### src/rtl/key_event_reg.sv
// Synchronised, debounced key bank that queues press events (optionally release events) in a FWFT FIFO.
// Optional release reporting is enabled by defining KEY_EVENT_RELEASE_EVENTS_EN.
module key_event_reg #(
   parameter int unsigned N_KEYS          = 16,
   parameter int unsigned KEY_W           = 4,
   parameter int unsigned DEBOUNCE_CYCLES = 4,
   parameter int unsigned FIFO_DEPTH      = 4
) (
   input  logic                          clk,
   input  logic                          reset,
   input  logic [N_KEYS-1:0]             pressed,
   output logic [N_KEYS-1:0]             stable,
   output logic                          ev_valid,
   output logic [KEY_W-1:0]              ev_key,
   output logic                          ev_release,
   input  logic                          ev_ready,
   output logic [$clog2(FIFO_DEPTH):0]   ev_count,
   output logic                          overflow
);

   localparam int unsigned CNT_W = (DEBOUNCE_CYCLES > 1) ? $clog2(DEBOUNCE_CYCLES) : 1;
   localparam int unsigned PTR_W = $clog2(FIFO_DEPTH);
   localparam int unsigned CW    = PTR_W + 1;
   localparam logic [CNT_W-1:0] CNT_MAX = CNT_W'(DEBOUNCE_CYCLES - 1);

   logic [N_KEYS-1:0] s1_q, s2_q;
   logic [N_KEYS-1:0] stable_q, stable_d;
   logic [CNT_W-1:0]  cnt_q [N_KEYS];
   logic [CNT_W-1:0]  cnt_d [N_KEYS];
   logic [N_KEYS-1:0] rise;
   logic [N_KEYS-1:0] press_pend_q, press_pend_d, press_grant;
   logic              overflow_q, overflow_d;

   logic [KEY_W-1:0]  mem_key_q [FIFO_DEPTH];
   logic [PTR_W-1:0]  wr_ptr_q, rd_ptr_q;
   logic [CW-1:0]     count_q, count_d;

   logic              pop, push, full, can_push;
   logic              sel_valid, sel_rel;
   logic [KEY_W-1:0]  sel_key;
   logic [N_KEYS-1:0] sel_oh;

`ifdef KEY_EVENT_RELEASE_EVENTS_EN
   logic [N_KEYS-1:0] fall;
   logic [N_KEYS-1:0] rel_pend_q, rel_pend_d, rel_grant;
   logic              mem_rel_q [FIFO_DEPTH];
`endif

   always_comb begin
      stable_d = stable_q;
      for (int i = 0; i < N_KEYS; i++) begin
         cnt_d[i] = '0;
         if (s2_q[i] != stable_q[i]) begin
            if (cnt_q[i] == CNT_MAX) stable_d[i] = ~stable_q[i];
            else                     cnt_d[i] = cnt_q[i] + CNT_W'(1);
         end
      end
      rise = stable_d & ~stable_q;

      pop      = ev_valid && ev_ready;
      full     = (count_q == CW'(FIFO_DEPTH));
      can_push = !full || pop;

      // Descending scan so the lowest index wins; press overrides release at the same index.
      sel_valid = 1'b0;
      sel_rel   = 1'b0;
      sel_key   = '0;
      sel_oh    = '0;
      for (int i = N_KEYS - 1; i >= 0; i--) begin
`ifdef KEY_EVENT_RELEASE_EVENTS_EN
         if (rel_pend_q[i]) begin
            sel_valid = 1'b1;
            sel_rel   = 1'b1;
            sel_key   = KEY_W'(i);
            sel_oh    = '0;
            sel_oh[i] = 1'b1;
         end
`endif
         if (press_pend_q[i]) begin
            sel_valid = 1'b1;
            sel_rel   = 1'b0;
            sel_key   = KEY_W'(i);
            sel_oh    = '0;
            sel_oh[i] = 1'b1;
         end
      end
      push = sel_valid && can_push;

      press_grant  = (push && !sel_rel) ? sel_oh : '0;
      press_pend_d = (press_pend_q & ~press_grant) | rise;
      overflow_d   = overflow_q | (|(press_pend_q & ~press_grant & rise));
`ifdef KEY_EVENT_RELEASE_EVENTS_EN
      fall       = ~stable_d & stable_q;
      rel_grant  = (push && sel_rel) ? sel_oh : '0;
      rel_pend_d = (rel_pend_q & ~rel_grant) | fall;
      overflow_d = overflow_d | (|(rel_pend_q & ~rel_grant & fall));
`endif

      count_d = count_q;
      if (push && !pop)      count_d = count_q + CW'(1);
      else if (!push && pop) count_d = count_q - CW'(1);
   end

   always_ff @(posedge clk or posedge reset) begin
      if (reset) begin
         s1_q         <= '0;
         s2_q         <= '0;
         stable_q     <= '0;
         press_pend_q <= '0;
         overflow_q   <= 1'b0;
         wr_ptr_q     <= '0;
         rd_ptr_q     <= '0;
         count_q      <= '0;
         for (int i = 0; i < N_KEYS; i++) cnt_q[i] <= '0;
         for (int i = 0; i < FIFO_DEPTH; i++) mem_key_q[i] <= '0;
      end else begin
         s1_q         <= pressed;
         s2_q         <= s1_q;
         stable_q     <= stable_d;
         press_pend_q <= press_pend_d;
         overflow_q   <= overflow_d;
         count_q      <= count_d;
         for (int i = 0; i < N_KEYS; i++) cnt_q[i] <= cnt_d[i];
         if (push) begin
            mem_key_q[wr_ptr_q] <= sel_key;
            wr_ptr_q            <= wr_ptr_q + PTR_W'(1);
         end
         if (pop) rd_ptr_q <= rd_ptr_q + PTR_W'(1);
      end
   end

`ifdef KEY_EVENT_RELEASE_EVENTS_EN
   always_ff @(posedge clk or posedge reset) begin
      if (reset) begin
         rel_pend_q <= '0;
         for (int i = 0; i < FIFO_DEPTH; i++) mem_rel_q[i] <= 1'b0;
      end else begin
         rel_pend_q <= rel_pend_d;
         if (push) mem_rel_q[wr_ptr_q] <= sel_rel;
      end
   end

   assign ev_release = mem_rel_q[rd_ptr_q];
`else
   assign ev_release = 1'b0;
`endif

   assign stable   = stable_q;
   assign ev_valid = (count_q != '0);
   assign ev_key   = mem_key_q[rd_ptr_q];
   assign ev_count = count_q;
   assign overflow = overflow_q;

endmodule

### config.mk
export PLATFORM = sky130hd
export DESIGN_NAME = key_event_reg
export DESIGN_NICKNAME = d
export VERILOG_FILES = /design/src/rtl/key_event_reg.sv
export SDC_FILE = /design/constraint.sdc
export NUM_CORES = 1
export LEC_CHECK = 0
export BUFFER_PORTS_ARGS = -buffer_cell sky130_fd_sc_hd__buf_4
export CAP_MARGIN = 25
export CORE_MARGIN = 2
export CORE_UTILIZATION = 43
export DETAILED_ROUTE_END_ITERATION = 10
export PLACE_DENSITY_LB_ADDON = 0.12
export SYNTH_ARGS = -nofsm -noshare
export SYNTH_HDL_FRONTEND = slang
export SYNTH_SLANG_ARGS = --single-unit
### constraint.sdc
create_clock -name clk -period 5.4 [get_ports clk]
set_input_delay 0.27 -clock clk [delete_from_list [all_inputs] [get_ports clk]]
set_output_delay 0.27 -clock clk [all_outputs]
set_load 0.005 [all_outputs]
==> results.py, run 1 <==
metrics = {
    "run_status": {
        "status": "complete, no violations",
    },
    "flow_run": {
        "cap_viol_max_count": 0,
    },
    "routing": {
        "first_pass_iters": 4,
        "routedWlPerCell_um": 14.4,
        "vias": 2985,
        "drt_iter0_markers": 114,
        "drc": 0,
        "routed_wl_mm": 8.67,
        "drtAntennaViolNets": 0,
        "vias_per_cell": 4.97,
    },
    "sta": {
        "worstMarginPinSlew_ps": 882,
        "drv_slew": 0,
        "max_freq_mhz": 351,
        "rsz0062_at_grt": "no",
        "hold_violations": 0,
        "period_share_pct": 52.7,
        "min_period_ps": 2850,
        "setup_viol": 0,
        "clock_skew_ps": 5.12,
        "slew_headroom_pct": 40.4,
        "setup_tns_ps": 0,
        "hold_slack_ps": 204,
    },
    "logic_synthesis": {
        "synthXorXnorAreaFrac_pct": 3.97,
        "muxShareOfSynthArea_pct": 7.19,
        "synth.cell_area_mm2": 0.00485,
        "synthSimpleGateAreaFrac_pct": 12.2,
        "netlist_top_cells_count": "dfrtp_1, nand2_1, o21ai_0",
        "ys_top_cells_by_area": "dfrtp_1, ha_1, mux2_2, xnor2_1, o21ai_0",
        "seq_area_frac_synth_pct": 61.9,
        "synth_top_cell_by_area": "dfrtp_1",
        "synthAdderAreaFrac_pct": 5.83,
        "syn-num-nets": 413,
        "ys_ff_latch": 120,
        "yosys_warnings": 0,
        "ys_types": 50,
        "synth_edf_count": 0,
        "synthArstFlopShare_pct": 100,
        "postSynthCellCount": 372,
        "synth_most_common_cell": "dfrtp_1",
        "synth_compound_area_share_pct": 7.07,
        "ys.flop_type": "dfrtp_1",
        "synth_top_family_by_area": "simple AND/OR/NAND/NOR gates",
        "syn_area_per_cell_um2": 13.0,
        "synth_top_area_share_pct": 61.9,
    },
    "clocking": {
        "cts_tree": "yes",
        "clk_pin_slew_ps": 50,
        "htreeDepth": 4,
        "postCtsResizedCells": 0,
        "cts_root_buf": "clkbuf_16",
        "cts_made_buffers": 17,
        "insertion_delay_ps": 400,
        "clock_path_buffers": 2,
        "numClockSinks": 120,
    },
    "global_route": {
        "top_usage_layer": "met2",
        "grt_first_pass_wirelength_mm": 14.7,
        "grt_usage_pct": 16.4,
        "antenna_found_initial": 0,
        "grt_pass1_vias": 3025,
        "met3_usage_pct": 5.94,
        "grt_util_met2_pct": 25.7,
        "grt-ovfl-total": 0,
        "grt_max_degree": 72,
        "use_met1_pct": 21.1,
    },
    "cells_and_area": {
        "design_area_mm2": 0.00613,
        "multiInputGateArea_mm2": 0.00176,
        "layout.nets": 490,
        "fillers": 926,
        "drive_above_1_share_pct": 23.2,
        "seqCellArea_mm2": 0.00300,
        "post-route-util_pct": 56.1,
        "diodes": 0,
        "area_growth_pct": 26.4,
    },
    "critical_path": {
        "r2r_start": "ev_count[0]$_DFFE_PP0P_",
        "endpoint_kind": "flip-flop",
        "crit_type": "reg2reg",
        "startpoint": "ev_count[0]$_DFFE_PP0P_",
        "worst-endpoint-arrival_ps": 3130,
        "worstPathRequired_ps": 5690,
        "path_max_fanout": 11,
        "critPathLaunchType": "flip-flop",
    },
    "min_path": {
        "hold_path.class": "in2reg",
        "holdCritStartpoint": "ev_ready",
    },
    "power": {
        "p_per_area_mw_per_mm2": 601,
        "vdd_ir_drop_max_mv": 0.303,
        "p_leak_uw": 0.00293,
    },
    "floorplan": {
        "start_util_pct": 44.4,
        "dieArea_mm2": 0.0121,
        "boundaryPins": 45,
        "num_rows": 38,
        "die_y_um": 110,
        "core-area_mm2": 0.0109,
        "die_w_um": 110,
    },
    "placed_design": {
        "hpwl_mm": 6.06,
        "gp_congestion": 0.873,
        "portBuffers": 43,
        "place_area_mm2": 0.00534,
    },
}
## repair_timing
item / CTS / global route
hold buffers: 17 / 0
hold endpoints to repair: 65 / 0
buffers inserted: 0 / 0
## final timing paths
| check | to | depth (start not counted) | slack (ps) |
|---|---|---|---|
| max in group asynchronous | ev_count[2]$_DFFE_PP0P_ | 4 | 3590 |
| max | ev_count[1]$_DFFE_PP0P_ | 6 | 2550 |
| min reg2reg | s2_q[5]$_DFF_PP0_ | 0 | 340 |
| min | rd_ptr_q[0]$_DFFE_PP0P_ | 3 | 200 |
| min in group asynchronous | s1_q[2]$_DFF_PP0_ | 3 | 490 |
| max reg2reg | ev_count[1]$_DFFE_PP0P_ | 6 | 2550 |
## metrics by stage
stage / total power, uW / worst slack [ps] / instances
floorplan: 2170 / 1940 / 372
global placement: 2490 / 2680 / 553
detailed placement: 2530 / 2560 / 553
CTS: 3740 / 2550 / 601
global route: 3960 / 2420 / 601
finish: 3690 / 2550 / 601
## critical path, cell delays in order, from the launching register on
cell,delay (ps)
dfrtp_1,450
nor4b_1,760
a41oi_1,370
ha_1,400
inv_1,80
fa_1,400
mux2_2,270
## cells in the final DEF (no fill, tap or decap), types with 5 or more instances in the layout
cell             n
dfrtp_1        120
buf_4           44
nand2_1         26
o21ai_0         24
mux2_2          22
ha_1            21
xnor2_1         20
nor3_1          17
nor2b_1         17
clkbuf_16       17
dlygate4sd3_1   17
inv_1           16
nor2_1          16
a21oi_1          6
nand3b_1         5
a21o_1           5
nand3_1          5
## registers in the layout (all words and copies together) (netlist names)
| name | flops |
|---|---|
| cnt_q | 32 |
| mem_key_q | 16 |
| press_pend_q | 16 |
| s1_q | 16 |
| s2_q | 16 |
| stable | 16 |
| ev_count | 3 |
| rd_ptr_q | 2 |
| wr_ptr_q | 2 |
| overflow | 1 |
## cells by family (layout without fill, tap and decap cells)
family | Yosys count | after routing
other | 1 | 1
AOI/OAI and AO/OA | 54 | 54
muxes | 27 | 27
buffers and inverters | 20 | 109
DFF | 120 | 120
xor gates and xnor gates | 22 | 22
and+or+nand+nor | 106 | 106
adders and majority gates | 22 | 22
## final cells by class
type / count / share of cell area (%)
Tap cell: 140 / 2.86
Timing Repair Buffer: 61 / 8.16
Sequential cell: 120 / 49.0
Clock buffer: 24 / 7.86
Inverter: 17 / 1.08
Multi-Input combinational cell: 232 / 28.8
Clock inverter: 7 / 2.31
## power breakdown
part           internal [uW]  switching (uW)  leakage (uW)
sequential              1160             218       0.00150
combinational            599             530       0.00112
clock                    806             370      0.000300
total                   2570            1120       0.00293
## metal layers
layer / share of wire [%] / vias to the layer above
li1: - / 1457
met1: 47 / 1477
met2: 48 / 43
met3: 3.5 / 8
met4: 1.3 / 0
met5: 0 / -
(Power assumes the default switching activity.)
==> run 2, diff against run 1 <==
clock period = 2.55 ns   (was 5.4 ns; I/O delays follow)
==> run 2 against run 1 <==
Against the previous run: first-iteration DRC count is 8.8% lower; final cell count is 0.50% higher; register-to-register slack worse by 2400 ps; worst hold slack worse by 160 ps; design area is 0.84% lower; setup slack worse by 2400 ps; sequential power is 110% higher; clock-buffer cell count is 3 higher; critical path type unchanged; largest cell class unchanged.
==> results.py, run 2 (same netlist as run 1, synthesis figures left out) <==
metrics = {
    "routing": {
        "drtAntennaViolNets": 0,
        "drt_iter0_markers": 104,
        "routed_wl_mm": 8.72,
        "routedWlPerCell_um": 14.4,
        "first_pass_iters": 4,
        "vias_per_cell": 5.03,
        "vias": 3039,
        "drc": 0,
    },
    "sta": {
        "min_period_ps": 2440,
        "hold_violations": 0,
        "setup_viol": 0,
        "period_share_pct": 95.6,
        "slew_headroom_pct": 54.9,
        "clock_skew_ps": 5.85,
        "drv_slew": 0,
        "max_freq_mhz": 410,
        "setup_tns_ps": 0,
        "rsz0062_at_grt": "no",
        "worstMarginPinSlew_ps": 676,
    },
    "critical_path": {
        "cp_slowest_cell": "nor4_1",
        "critPathLaunchType": "flip-flop",
        "critPathBufInv": 1,
        "path_max_fanout": 6,
        "crit_type": "reg2reg",
        "path_cells": "nor4_1, a41oi_1, ha_1, inv_1, fa_1, mux2_2",
        "slowest_delay_ps": 580,
        "cp_top_family": "adder cells",
        "endpoint_kind": "flip-flop",
        "worst-endpoint-arrival_ps": 2730,
        "worstPathRequired_ps": 2840,
    },
    "cells_and_area": {
        "drive_above_1_share_pct": 23.5,
        "largest_reg_flops": 32,
        "largest-register": "cnt_q",
        "final_cell_mix": "dfrtp_1, buf_4, nand2_1",
        "layout_commonest_cell": "dfrtp_1",
        "layout.nets": 494,
        "design_area_mm2": 0.00608,
        "diodes": 0,
        "area_growth_pct": 25.3,
    },
    "floorplan": {
        "core-area_mm2": 0.0109,
        "boundaryPins": 45,
        "die_y_um": 110,
        "die_w_um": 110,
        "num_rows": 38,
        "dieArea_mm2": 0.0121,
        "start_util_pct": 44.4,
    },
    "clocking": {
        "cts_tree": "yes",
        "cts_made_buffers": 17,
        "clk_pin_slew_ps": 50,
        "htreeDepth": 4,
        "insertion_delay_ps": 410,
        "cts_setup_buffers": 0,
        "numClockSinks": 120,
        "cts_root_buf": "clkbuf_16",
        "clock_path_buffers": 2,
    },
    "global_route": {
        "antenna_found_initial": 0,
        "grt_max_degree": 121,
        "grt_usage_pct": 16.4,
        "grt_pass1_vias": 3130,
        "grt_first_pass_wirelength_mm": 14.8,
        "grt-ovfl-total": 0,
    },
    "placed_design": {
        "portBuffers": 43,
        "place_area_mm2": 0.00538,
        "gp_congestion": 0.888,
        "hpwl_mm": 5.98,
    },
    "power": {
        "p_per_area_mw_per_mm2": 1230,
        "p_leak_uw": 0.00291,
        "vdd_ir_drop_max_mv": 0.576,
    },
    "flow_run": {
        "cap_viol_max_count": 0,
    },
    "min_path": {
        "hold_path.class": "in2reg",
    },
    "run_status": {
        "status": "complete, no violations",
    },
}
[run 2: cell types whose count changed in the layout (fill, tap and decap cells not counted)]
cell	change
buf_12	+1
bufinv_16	-4
clkinv_2	+2
clkbuf_1	+1
inv_4	-1
buf_4	+3
clkbuf_8	+2
clkinv_4	-1
[run 2: repair_timing]
action	4_1_cts	5_1_grt
gates resized for setup	0	0
endpoints found under the hold margin	136	0
hold buffers	17	0
[run 2: final cells by class]
cell class / instances / area, um2
well taps: 140 / 175
multi-input cells: 232 / 1760
fillers: 949 / 4860
flip-flops and latches: 120 / 3000
repair buffers: 65 / 543
clock buffers: 27 / 513
clock inverters: 3 / 15.0
inverters: 17 / 67.6
[run 2: layer usage]
layer  vias up  wire [um]  GRT usage [%]
li1       1462          -              -
met1      1506       4000           20.3
met2        54       4220           26.2
met3        17        291           4.82
met4         0        209           8.13
met5         -          0              0
[run 2: path summary, 6_finish.rpt]
path                                            start                  endpoint  slack (ps)  cells after the start
max                        press_pend_q[14]$_DFF_PP0_   ev_count[1]$_DFFE_PP0P_         110                      6
min                                          ev_ready   rd_ptr_q[1]$_DFFE_PP0P_          40                      3
max reg2reg                press_pend_q[14]$_DFF_PP0_   ev_count[1]$_DFFE_PP0P_         110                      6
min reg2reg                        s1_q[10]$_DFF_PP0_        s2_q[10]$_DFF_PP0_         340                      0
max in group asynchronous                       reset  mem_key_q[6]$_DFFE_PP0P_        1580                      4
min in group asynchronous                       reset         s2_q[8]$_DFF_PP0_         420                      4
[run 2: power breakdown]
| part | switching, uW | internal, uW |
|---|---|---|
| sequential | 457 | 2470 |
| clock | 759 | 1350 |
| combinational | 1140 | 1330 |
| total | 2350 | 5150 |
[run 2: tightest hold or removal path, stage by stage]
cell,delay [ps]
buf_4,130
nand3_1,90
xnor2_1,60
[run 2: through the flow]
stage / util [%] / hold slack [ps] / setup WS (ps) / power (uW) / instances
after floorplan: - / 159 / 284 / 4590 / 372
final: 55.6 / 39.4 / 112 / 7500 / 604
after detailed placement: 49.2 / 238 / 174 / 5420 / 557
after CTS: 55.6 / 13.2 / 136 / 7610 / 604
after global routing: 55.6 / 55.0 / 27.6 / 8060 / 604
after global placement: 49.2 / 237 / 224 / 5310 / 557
